==> config.mk <==
export PLATFORM = sky130hd
export DESIGN_NAME = pcie_perst_sequencer
export DESIGN_NICKNAME = d
export VERILOG_FILES = /design/src/rtl/pcie_perst_sequencer.sv
export SDC_FILE = /design/constraint.sdc
export NUM_CORES = 1
export LEC_CHECK = 0
export CORE_UTILIZATION = 35
export DETAILED_ROUTE_END_ITERATION = 8
export SYNTH_ARGS = -nofsm -noshare
export SYNTH_HDL_FRONTEND = slang
export SYNTH_SLANG_ARGS = --single-unit
==> constraint.sdc <==
create_clock -name CLK -period 3.2 [get_ports CLK]
set_clock_uncertainty 0.2 [all_clocks]
set_input_delay 0.64 -clock CLK [delete_from_list [all_inputs] [get_ports CLK]]
set_output_delay 0.64 -clock CLK [all_outputs]
set_load 0.01 [all_outputs]
==> src/rtl/pcie_perst_sequencer.sv <==
// PERST_n sequencer: cold power-up (power-good debounce, then hold) and warm-reset handshake.
// All outputs are registered; a warm-reset counter saturates at 255.
module pcie_perst_sequencer #(
    parameter int unsigned PWR_STABLE_CYCLES = 4,
    parameter int unsigned HOLD_CYCLES       = 100,
    parameter int unsigned CNT_W             = 16
) (
    input  logic       CLK,
    input  logic       RST,
    input  logic       PWR_GOOD,
    input  logic       RST_REQ,
    output logic       RST_REQ_ACK,
    output logic       PERST_n,
    output logic [2:0] STATE,
    output logic [7:0] RESET_COUNT
);

    typedef enum logic [2:0] {
        StOff     = 3'd0,
        StPwrStab = 3'd1,
        StHold    = 3'd2,
        StActive  = 3'd3,
        StWarm    = 3'd4
    } state_e;

    localparam logic [CNT_W-1:0] StabLast = CNT_W'(PWR_STABLE_CYCLES - 1);
    localparam logic [CNT_W-1:0] HoldLast = CNT_W'(HOLD_CYCLES - 1);

    state_e           state_q, state_d;
    logic [CNT_W-1:0] timer_q, timer_d;
    logic             perst_n_q, perst_n_d;
    logic             ack_q, ack_d;
    logic [7:0]       count_q, count_d;
    logic             pg_meta_q, pg_s_q;

    always_comb begin
        state_d = state_q;
        timer_d = timer_q;
        ack_d   = 1'b0;
        count_d = count_q;
        case (state_q)
            StOff: begin
                if (pg_s_q) begin
                    state_d = StPwrStab;
                    timer_d = '0;
                end
            end
            StPwrStab: begin
                if (!pg_s_q) begin
                    state_d = StOff;
                    timer_d = '0;
                end else if (timer_q == StabLast) begin
                    state_d = StHold;
                    timer_d = '0;
                end else begin
                    timer_d = timer_q + CNT_W'(1);
                end
            end
            StHold, StWarm: begin
                if (!pg_s_q) begin
                    state_d = StOff;
                    timer_d = '0;
                end else if (timer_q == HoldLast) begin
                    state_d = StActive;
                    timer_d = '0;
                end else begin
                    timer_d = timer_q + CNT_W'(1);
                end
            end
            StActive: begin
                // Loss of power-good wins over a concurrent warm-reset request.
                if (!pg_s_q) begin
                    state_d = StOff;
                    timer_d = '0;
                end else if (RST_REQ) begin
                    state_d = StWarm;
                    timer_d = '0;
                    ack_d   = 1'b1;
                    count_d = (count_q == 8'hFF) ? count_q : count_q + 8'd1;
                end
            end
            default: begin
                state_d = StOff;
                timer_d = '0;
            end
        endcase
        perst_n_d = (state_d == StActive);
    end

    always_ff @(posedge CLK or posedge RST) begin
        if (RST) begin
            pg_meta_q <= 1'b0;
            pg_s_q    <= 1'b0;
            state_q   <= StOff;
            timer_q   <= '0;
            perst_n_q <= 1'b0;
            ack_q     <= 1'b0;
            count_q   <= 8'd0;
        end else begin
            pg_meta_q <= PWR_GOOD;
            pg_s_q    <= pg_meta_q;
            state_q   <= state_d;
            timer_q   <= timer_d;
            perst_n_q <= perst_n_d;
            ack_q     <= ack_d;
            count_q   <= count_d;
        end
    end

    assign STATE       = state_q;
    assign PERST_n     = perst_n_q;
    assign RST_REQ_ACK = ack_q;
    assign RESET_COUNT = count_q;

endmodule
==> run_results.csv, run 1 <==
group,metric,value,unit
clock_tree,insertion_delay,280,ps
sta,clock.fmax,0.439,GHz
synthesis,syn-mean-instance-area,10.2,µm²
power,seqPwrFrac,0.463,
setup_path,cp_data_required_time,3170,ps
power,p_leak,0.817,nW
sta,fin_crit_sh,0.712,
cells_and_area,fin_nets,184,
clock_tree,hold_buffers,0,
drt,vias,1266,
clock_tree,tritoncts.num_buffers,5,
clock_tree,clock-sinks,31,
power,ir_worst_vdd,0.176,mV
grt,grt_usage,0.147,
grt,grtUsageMet1,0.209,
floorplanning,die_area,0.00493,mm²
sta,whs,152,ps
clock_tree,cts_root_buffer,"clkbuf_8",
setup_path,worstSetupStartpointType,"flop",
synthesis,ys_types,45,
grt,use_met3,0.0433,
placed_design,place_ws,933,ps
placed_design,port_buffers,16,
power,pwr-share-clk,0.417,
grt,top_usage_layer,"met2",
sta,tightest_slew,515,ps
setup_path,ff2ff_path_depth,6,
placed_design,numPlacedInstances,223,
sta,final-hold-violation-count,0,
setup_path,arrival,2250,ps
drt,drtIter0Drc,87,
clock_tree,ctsResizeCount,0,
drt,via_per_inst,5.48,
sta,rsz0062_at_grt,"no",
drt,drc,0,
synthesis,synthCells,160,
grt,grt_max_degree,32,
floorplanning,ios,17,
drt,wl,3.26,mm
grt,antenna_found_initial,0,
cells_and_area,final_cells,231,
synthesis,async_flop_share,1.00,
placed_design,hpwl,2.26,mm
sta,tns,0,ps
synthesis,synth_nets,166,
synthesis,synth-main-ff-cell,"dfrtp_1",
synthesis,yosysWarnings,0,
clock_tree,htree_levels,2,
clock_tree,path_clk_slew,70,ps
worst_hold_path,whs_path_depth,0,
worst_hold_path,worstHoldStart,"pg_meta_q",
power,power,0.000957,W
power,powerDensity,492,mW/mm²
synthesis,synth_edf_count,0,
grt,overflow,0,
clock_tree,postCtsSetupBuffers,0,
sta,slew_headroom,0.656,
drt,drt-wirelength-per-cell,14.1,µm
floorplanning,rows,24,
grt,grt_use_met2,0.210,
cells_and_area,drive_gt1_frac,0.112,
sta,slew_violations,0,
setup_path,path_class,"flop to flop",
sta,setup_viol,0,
synthesis,ys_seq_area_frac,0.476,
floorplanning,initial_core_util,0.369,
cells_and_area,antenna_cells,0,
setup_path,r2r-end,"timer_q[4]",
floorplanning,core,0.00441,mm²
power,internal-power,0.000718,W
placed_design,place_congestion,0.872,
sta,fin_ws,921,ps
outcome,outcome,"completed",
setup_path,crit_path_max_fanout,10,
drt,dr.pass1.iters,4,
job,drv_cap,0,
setup_path,r2r_slack,920,ps
worst_hold_path,holdPathEnd,"pg_s_q",
grt,first_global_vias,1189,
floorplanning,die_h,70.2,µm
setup_path,r2r_start,"timer_q[0]",
worst_hold_path,hold_path.class,"flop to flop",
floorplanning,fp.dieW,70.2,µm
power,p_sw,0.000239,W
clock_tree,cts_tree,"built",
grt,grt_pass1_wl,5.70,mm
drt,postRouteAntennaNets,0,
synthesis,synth_area,0.00163,mm²
synthesis,ys_ff_latch,31,
power,power_frac_comb,0.120,
cells_and_area,areaGrowthSynthToFinish,19.4,%
setup_path,end_kind,"flop",
sta,layout_min_cycle_time,2280,ps
power,swShare,0.249,
clock_tree,cts_buffer_depth,2,
-- sequential cells by signal, indices dropped and copies added, names as in the netlist --
register     cells
pg_meta_q        1
RESET_COUNT      8
timer_q         16
pg_s_q           1
PERST_n          1
RST_REQ_ACK      1
STATE            3
-- power groups by stage --
| stage | Combinational, W | Clock [W] | Sequential [W] |
|---|---|---|---|
| after floorplan | 0.0000901 | 0 | 0.000441 |
| after global placement | 0.000113 | 0 | 0.000448 |
| after detailed placement | 0.000116 | 0 | 0.000450 |
| after CTS | 0.000116 | 0.000408 | 0.000443 |
| after global routing | 0.000131 | 0.000428 | 0.000448 |
| final | 0.000115 | 0.000399 | 0.000443 |
-- synthesized netlist by cell type (3+ instances only) --
cell type | number | area, µm²
xor2_1 | 4 | 35.0
nand4_1 | 8 | 50.1
o21ai_0 | 6 | 30.0
a22o_1 | 3 | 26.3
nor3_1 | 5 | 25.0
dfrtp_1 | 31 | 776
nand3_1 | 9 | 45.0
a21oi_1 | 7 | 35.0
a31oi_1 | 6 | 37.5
nor2_1 | 10 | 37.5
nand2_1 | 10 | 37.5
xnor2_1 | 7 | 61.3
inv_1 | 7 | 26.3
nor2b_1 | 3 | 18.8
buf_2 | 4 | 20.0
-- cell type report --
| cell class | instances | area, µm² |
|---|---|---|
| Clock buffer | 6 | 82.6 |
| Fill cell | 418 | 2470 |
| Multi-Input combinational cell | 115 | 786 |
| Sequential cell | 31 | 776 |
| Clock inverter | 2 | 35.0 |
| Timing Repair Buffer | 18 | 175 |
| Tap cell | 52 | 65.1 |
| Inverter | 7 | 26.3 |
-- per-stage QoR --
stage               area, µm²   util
floorplan                1630      -
global placement         1830  0.414
detailed placement       1830  0.414
CTS                      1950  0.441
global route             1950  0.441
finish                   1950  0.441
-- cell usage in the layout, fill, tap and decap left out, types with 4 or more instances in the layout --
master,instances
nand2_1,10
nor3_1,5
clkbuf_8,6
a31oi_1,6
xnor2_1,7
dfrtp_1,31
nand4_1,8
o21ai_0,6
xor2_1,4
clkdlybuf4s50_1,16
a21oi_1,7
inv_1,7
nand3_1,9
nor2_1,10
-- worst max-delay path: stages (launching register included) --
cell and delay, ps:
dfrtp_1 380, ha_1 270, nor4b_4 250, nand4_1 210
a32oi_2 530, o21ai_1 140, a22o_1 190
-- how the worst max path moves through the flow --
stage | end | startpoint
final | timer_q[4] | timer_q[0]
after global routing | timer_q[4] | timer_q[0]
after CTS | STATE[1] | STATE[1]
after detailed placement | timer_q[4] | timer_q[0]
after global placement | timer_q[9] | RST_REQ
after floorplan | timer_q[1] | timer_q[0]
-- layer usage --
layer | up-vias | routed length [µm]
li1 | 632 | -
met1 | 587 | 1650
met2 | 42 | 1400
met3 | 5 | 163
met4 | 0 | 44
met5 | - | 0
-- cells by family after synthesis --
| group | Yosys count | share of synthesized area |
|---|---|---|
| AO/OA/AOI/OAI | 41 | 0.180 |
| XOR/XNOR | 11 | 0.0591 |
| adder cells (fa/ha/maj) | 2 | 0.0154 |
| buffers and inverters | 14 | 0.0415 |
| flip-flops | 31 | 0.476 |
| multiplexers | 1 | 0.00691 |
| AND/OR/NAND/NOR | 60 | 0.221 |
(Power assumes the default switching activity.)
==> run 2, diff against run 1 <==
Clock period 3.2 ns to 1.91 ns, I/O delays scaled along.
==> run 2 against run 1 <==
  * The flow now finishes with violations (setup timing)
  * Critical path type unchanged
  * Sequential share of layout area down 6.3 points
  * Cell count up 16%
  * Sequential cell count unchanged
  * Clock-buffer cell count unchanged
  * Core utilization up 8.6 points
  * Largest cell class unchanged
  * Sequential power up 65%
  * Die area unchanged
  * Power up 80%
  * Routed wire length up 27%
  * Maximum frequency up 14%
  * Register-to-register slack worse by 1000 ps
==> run_results.csv, run 2 (same netlist as run 1, synthesis figures left out) <==
group,metric,value,unit
cells_and_area,largest_register,"timer_q",
sta,slew_violations,0,
grt,grt_pass1_wl,6.62,mm
setup_path,worstSetupStartpointType,"flop",
setup_path,path_class,"flop to flop",
floorplanning,initial_core_util,0.369,
setup_path,r2r_start,"STATE[1]",
placed_design,port_buffers,16,
worst_hold_path,worstHoldStart,"pg_meta_q",
clock_tree,clock-sinks,31,
cells_and_area,final_common_cell,"buf_4",
floorplanning,ios,17,
setup_path,r2r-end,"timer_q[8]",
placed_design,place_congestion,0.897,
setup_path,cp_data_required_time,1920,ps
clock_tree,htree_levels,2,
sta,setup_viol,11,
outcome,violations,"setup timing",
drt,dr.pass1.iters,4,
power,pwr-share-clk,0.359,
power,internal-power,0.00128,W
power,p_sw,0.000448,W
clock_tree,path_clk_slew,70,ps
floorplanning,fp.dieW,70.2,µm
setup_path,ff2ff_path_depth,6,
setup_path,arrival,2010,ps
cells_and_area,antenna_cells,0,
sta,final-hold-violation-count,0,
setup_path,end_kind,"flop",
clock_tree,cts_tree,"built",
cells_and_area,final_cells,268,
cells_and_area,areaGrowthSynthToFinish,42.7,%
drt,wl,4.16,mm
placed_design,numPlacedInstances,257,
clock_tree,tritoncts.num_buffers,5,
drt,drc,0,
sta,layout_min_cycle_time,2000,ps
floorplanning,die_h,70.2,µm
floorplanning,rows,24,
cells_and_area,final_cell_area,0.00232,mm²
cells_and_area,largest_reg_flops,16,
placed_design,hpwl,2.79,mm
job,drv_cap,0,
placed_design,dpl_cell_area,0.00210,mm²
power,power,0.00172,W
setup_path,crit_path_max_fanout,8,
cells_and_area,fill_cells,389,
sta,tns,-544,ps
sta,slew_headroom,0.731,
cells_and_area,layout_common_cells,"buf_4, dfrtp_1, clkdlybuf4s50_1, nand2_1",
cells_and_area,fin_nets,222,
drt,via_per_inst,5.55,
grt,overflow,0,
outcome,outcome,"finished, violations left",
sta,rsz0062_at_grt,"yes",
cells_and_area,drive_gt1_frac,0.352,
power,swShare,0.260,
grt,grt_usage,0.172,
setup_path,r2r_slack,-90,ps
drt,drt-wirelength-per-cell,15.5,µm
cells_and_area,utilization,0.527,
sta,tightest_slew,403,ps
grt,antenna_found_initial,0,
drt,drtIter0Drc,55,
worst_hold_path,whs_path_depth,0,
clock_tree,cts_root_buffer,"clkbuf_8",
power,p_leak,1.01,nW
drt,postRouteAntennaNets,0,
drt,vias,1488,
clock_tree,cts_buffer_depth,2,
power,seqPwrFrac,0.424,
grt,grt_max_degree,32,
floorplanning,core,0.00441,mm²
grt,first_global_vias,1437,
worst_hold_path,holdPathEnd,"pg_s_q",
power,powerDensity,741,mW/mm²
sta,clock.fmax,0.500,GHz
power,power_frac_comb,0.217,
worst_hold_path,hold_path.class,"flop to flop",
sta,fin_crit_sh,1.05,
floorplanning,die_area,0.00493,mm²
sta,fin_ws,-89.6,ps
clock_tree,insertion_delay,290,ps
power,ir_worst_vdd,0.412,mV
run 2: cell types whose count changed in the layout (fill, tap and decap cells not counted), moves of 2 or more:
cell,previous run,this run
a41oi_1,2,0
a41oi_2,0,2
buf_4,2,39
dfrtp_2,0,4
a21oi_2,0,5
o21ai_2,0,3
o21ai_0,6,3
dfrtp_1,31,27
a21oi_1,7,2
run 2: layout make-up:
| class | count | area [µm²] | area share |
|---|---|---|---|
| Tap cell | 52 | 65.1 | 0.0280 |
| Inverter | 7 | 26.3 | 0.0113 |
| Timing Repair Buffer | 55 | 453 | 0.195 |
| Clock buffer | 6 | 72.6 | 0.0312 |
| Sequential cell | 31 | 781 | 0.336 |
| Multi-Input combinational cell | 116 | 897 | 0.386 |
| Clock inverter | 1 | 30.0 | 0.0129 |
run 2: through the flow:
step	hold slack, ps	worst slack [ps]
floorplan	131	4.39
global placement	137	-46.9
detailed placement	140	-79.5
CTS	155	-67.0
global route	178	-185
finish	152	-89.6
run 2: worst max-delay path by stage:
stage,from,to,cells past startpoint
global route,timer_q[0],timer_q[3],7
finish,STATE[1],timer_q[8],6
floorplan,timer_q[0],timer_q[1],6
detailed placement,RST_REQ,timer_q[9],5
global placement,RST_REQ,timer_q[9],5
CTS,timer_q[1],timer_q[3],7
run 2: critical path: stages (launching register included):
cell and delay (ps):
dfrtp_2 470, xnor2_1 210, nor3b_2 320, a32oi_2 110, buf_4 190, or3_1 340, o21ai_1 100
run 2: power groups by stage:
| stage | clock network (W) | registers [W] | logic (W) |
|---|---|---|---|
| after floorplan | 0 | 0.000746 | 0.000156 |
| after global placement | 0 | 0.000741 | 0.000293 |
| after detailed placement | 0 | 0.000744 | 0.000302 |
| after CTS | 0.000632 | 0.000731 | 0.000333 |
| after global routing | 0.000658 | 0.000734 | 0.000411 |
| final | 0.000619 | 0.000731 | 0.000374 |
run 2: timing repair:
item                       CTS  global route
setup buffers                2             2
resized for setup           12            13
cloned                       1             0
pin swaps                    8            11
hold endpoints to repair     0             0
hold buffers                 0             0
setup endpoints to repair   12            23
run 2: per-layer routing:
metal	global-route usage	up-vias	wire length, µm
li1	-	709	-
met1	0.215	728	1800
met3	0.0519	10	213
met2	0.269	41	2060
met5	0	-	0
met4	0.0822	0	85
==> run 3, diff against run 2 <==
Settings changed: CAP_MARGIN from default to 5, MAX_ROUTING_LAYER from default to met4.
==> run 3 against run 2 <==
  * The run still ends with setup timing left
  * Sequential power barely moved
  * Die area unchanged
  * First-iteration DRC count shrank 22%
  * Critical path depth stayed put
  * Power barely moved
  * Non-clock buffer count is 1 higher
  * Maximum frequency shrank 0.27%
  * Sequential cell count unchanged
  * Critical endpoint unchanged
==> run_results.csv, run 3 (same netlist as run 1, synthesis figures left out) <==
group,metric,value,unit
cells_and_area,final_cells,269,
drt,via_per_inst,5.57,
worst_hold_path,hold_path.class,"flop to flop",
job,drv_cap,0,
clock_tree,cts_buffer_depth,2,
setup_path,r2r-end,"timer_q[8]",
drt,dr.pass1.iters,4,
cells_and_area,areaGrowthSynthToFinish,43.3,%
power,power,0.00172,W
power,p_leak,1.01,nW
drt,wl,4.13,mm
cells_and_area,layout_common_cells,"buf_4, dfrtp_1, clkdlybuf4s50_1, nand2_1, nand3_1",
placed_design,hpwl,2.79,mm
cells_and_area,largest_reg_flops,16,
sta,fin_crit_sh,1.05,
power,powerDensity,738,mW/mm²
placed_design,place_congestion,0.913,
floorplanning,core,0.00441,mm²
floorplanning,initial_core_util,0.369,
power,seqPwrFrac,0.424,
outcome,outcome,"finished, violations left",
sta,tightest_slew,403,ps
setup_path,r2r_start,"STATE[1]",
setup_path,cp-endpoint,"timer_q[8]",
outcome,violations,"setup timing",
sta,fin_ws,-94.9,ps
power,ir_worst_vdd,0.411,mV
sta,slew_headroom,0.731,
clock_tree,htree_levels,2,
grt,first_global_vias,1439,
sta,layout_min_cycle_time,2000,ps
drt,drt-wirelength-per-cell,15.3,µm
setup_path,startpoint,"STATE[1]",
power,internal-power,0.00128,W
sta,rsz0062_at_grt,"yes",
clock_tree,cts_root_buffer,"clkbuf_8",
setup_path,end_kind,"flop",
clock_tree,path_clk_slew,70,ps
grt,grt_usage,0.176,
drt,drtIter0Drc,43,
cells_and_area,fin_nets,223,
placed_design,place_ws,-79.5,ps
drt,drc,0,
sta,final-hold-violation-count,0,
setup_path,crit_path_cell_trace,"xnor2_1 > nor3b_2 > a32oi_2 > buf_4 > or3_1 > o21ai_1",
sta,clock.fmax,0.499,GHz
grt,overflow,0,
floorplanning,ios,17,
drt,postRouteAntennaNets,0,
clock_tree,hold_buffers,0,
power,pwr-share-clk,0.360,
setup_path,max_stage_delay,470,ps
cells_and_area,drive_gt1_frac,0.359,
setup_path,worstSetupStartpointType,"flop",
grt,grt_max_degree,32,
floorplanning,die_h,70.2,µm
drt,vias,1499,
sta,setup_viol,11,
setup_path,crit_path_max_fanout,8,
floorplanning,die_area,0.00493,mm²
setup_path,path_class,"flop to flop",
clock_tree,cts_tree,"built",
setup_path,r2r_slack,-90,ps
clock_tree,tritoncts.num_buffers,5,
floorplanning,fp.dieW,70.2,µm
cells_and_area,antenna_cells,0,
floorplanning,rows,24,
sta,whs,151,ps
setup_path,slowest_stage,"dfrtp_2",
power,swShare,0.260,
clock_tree,clock-sinks,31,
setup_path,arrival,2010,ps
sta,slew_violations,0,
grt,grt_pass1_wl,6.62,mm
power,power_frac_comb,0.217,
placed_design,port_buffers,16,
setup_path,cp_data_required_time,1920,ps
cells_and_area,final_common_cell,"buf_4",
setup_path,ff2ff_path_depth,6,
cells_and_area,largest_register,"timer_q",
grt,antenna_found_initial,0,
placed_design,numPlacedInstances,257,
clock_tree,insertion_delay,280,ps
power,p_sw,0.000448,W
[run 3: cell count changes in the layout (fill, tap and decap cells not counted), sizes merged]
cell / delta
buf: +1
[run 3: routing by layer]
layer / GRT usage / share of wire / vias up
li1: - / - / 711
met1: 0.215 / 0.43 / 734
met2: 0.269 / 0.50 / 42
met3: 0.0519 / 0.049 / 12
met4: 0.0822 / 0.023 / 0
met5: - / 0 / -
[run 3: worst min path at each step]
stage	end	slack (ps)	start	depth (start not counted)
2_1_floorplan	pg_s_q	130	pg_meta_q	0
3_3_place_gp	pg_s_q	140	pg_meta_q	0
3_5_place_dp	pg_s_q	140	pg_meta_q	0
4_1_cts	pg_s_q	150	pg_meta_q	0
5_1_grt	pg_s_q	180	pg_meta_q	0
6_report	pg_s_q	150	pg_meta_q	0
[run 3: what timing repair did]
action,in CTS,in global routing
endpoints found under the setup margin,12,23
pin swaps,8,12
gates cloned,1,0
gates resized for setup,12,14
buffers inserted,2,3
[run 3: final cells by class]
type,count,area [µm²]
fillers,386,2080
clock inverters,1,30.0
repair buffers,56,460
clock buffers,6,72.6
inverters,7,26.3
well taps,52,65.1
flip-flops and latches,31,781
multi-input cells,116,900
[run 3: power by group through the flow]
stage                     Clock [W]  Sequential (W)  Combinational, W
final                      0.000620        0.000731          0.000373
after global routing       0.000658        0.000734          0.000411
after global placement            0        0.000741          0.000293
after floorplan                   0        0.000746          0.000156
after detailed placement          0        0.000744          0.000302
after CTS                  0.000632        0.000731          0.000333
[run 3: metrics by stage]
step | instance area, µm² | util | setup TNS (ps)
after floorplan | 1640 | - | 0
after global placement | 2100 | 0.475 | -140
after detailed placement | 2100 | 0.475 | -331
after CTS | 2270 | 0.514 | -449
after global routing | 2330 | 0.529 | -2060
final | 2330 | 0.529 | -571
[run 3: critical path, delay by kind of cell (launching register included)]
family,cells,cell delay (ps)
AND/OR/NAND/NOR,2,660
flip-flops,1,470
AO/OA/AOI/OAI,2,210
XOR/XNOR,1,210
buffers and inverters,1,190
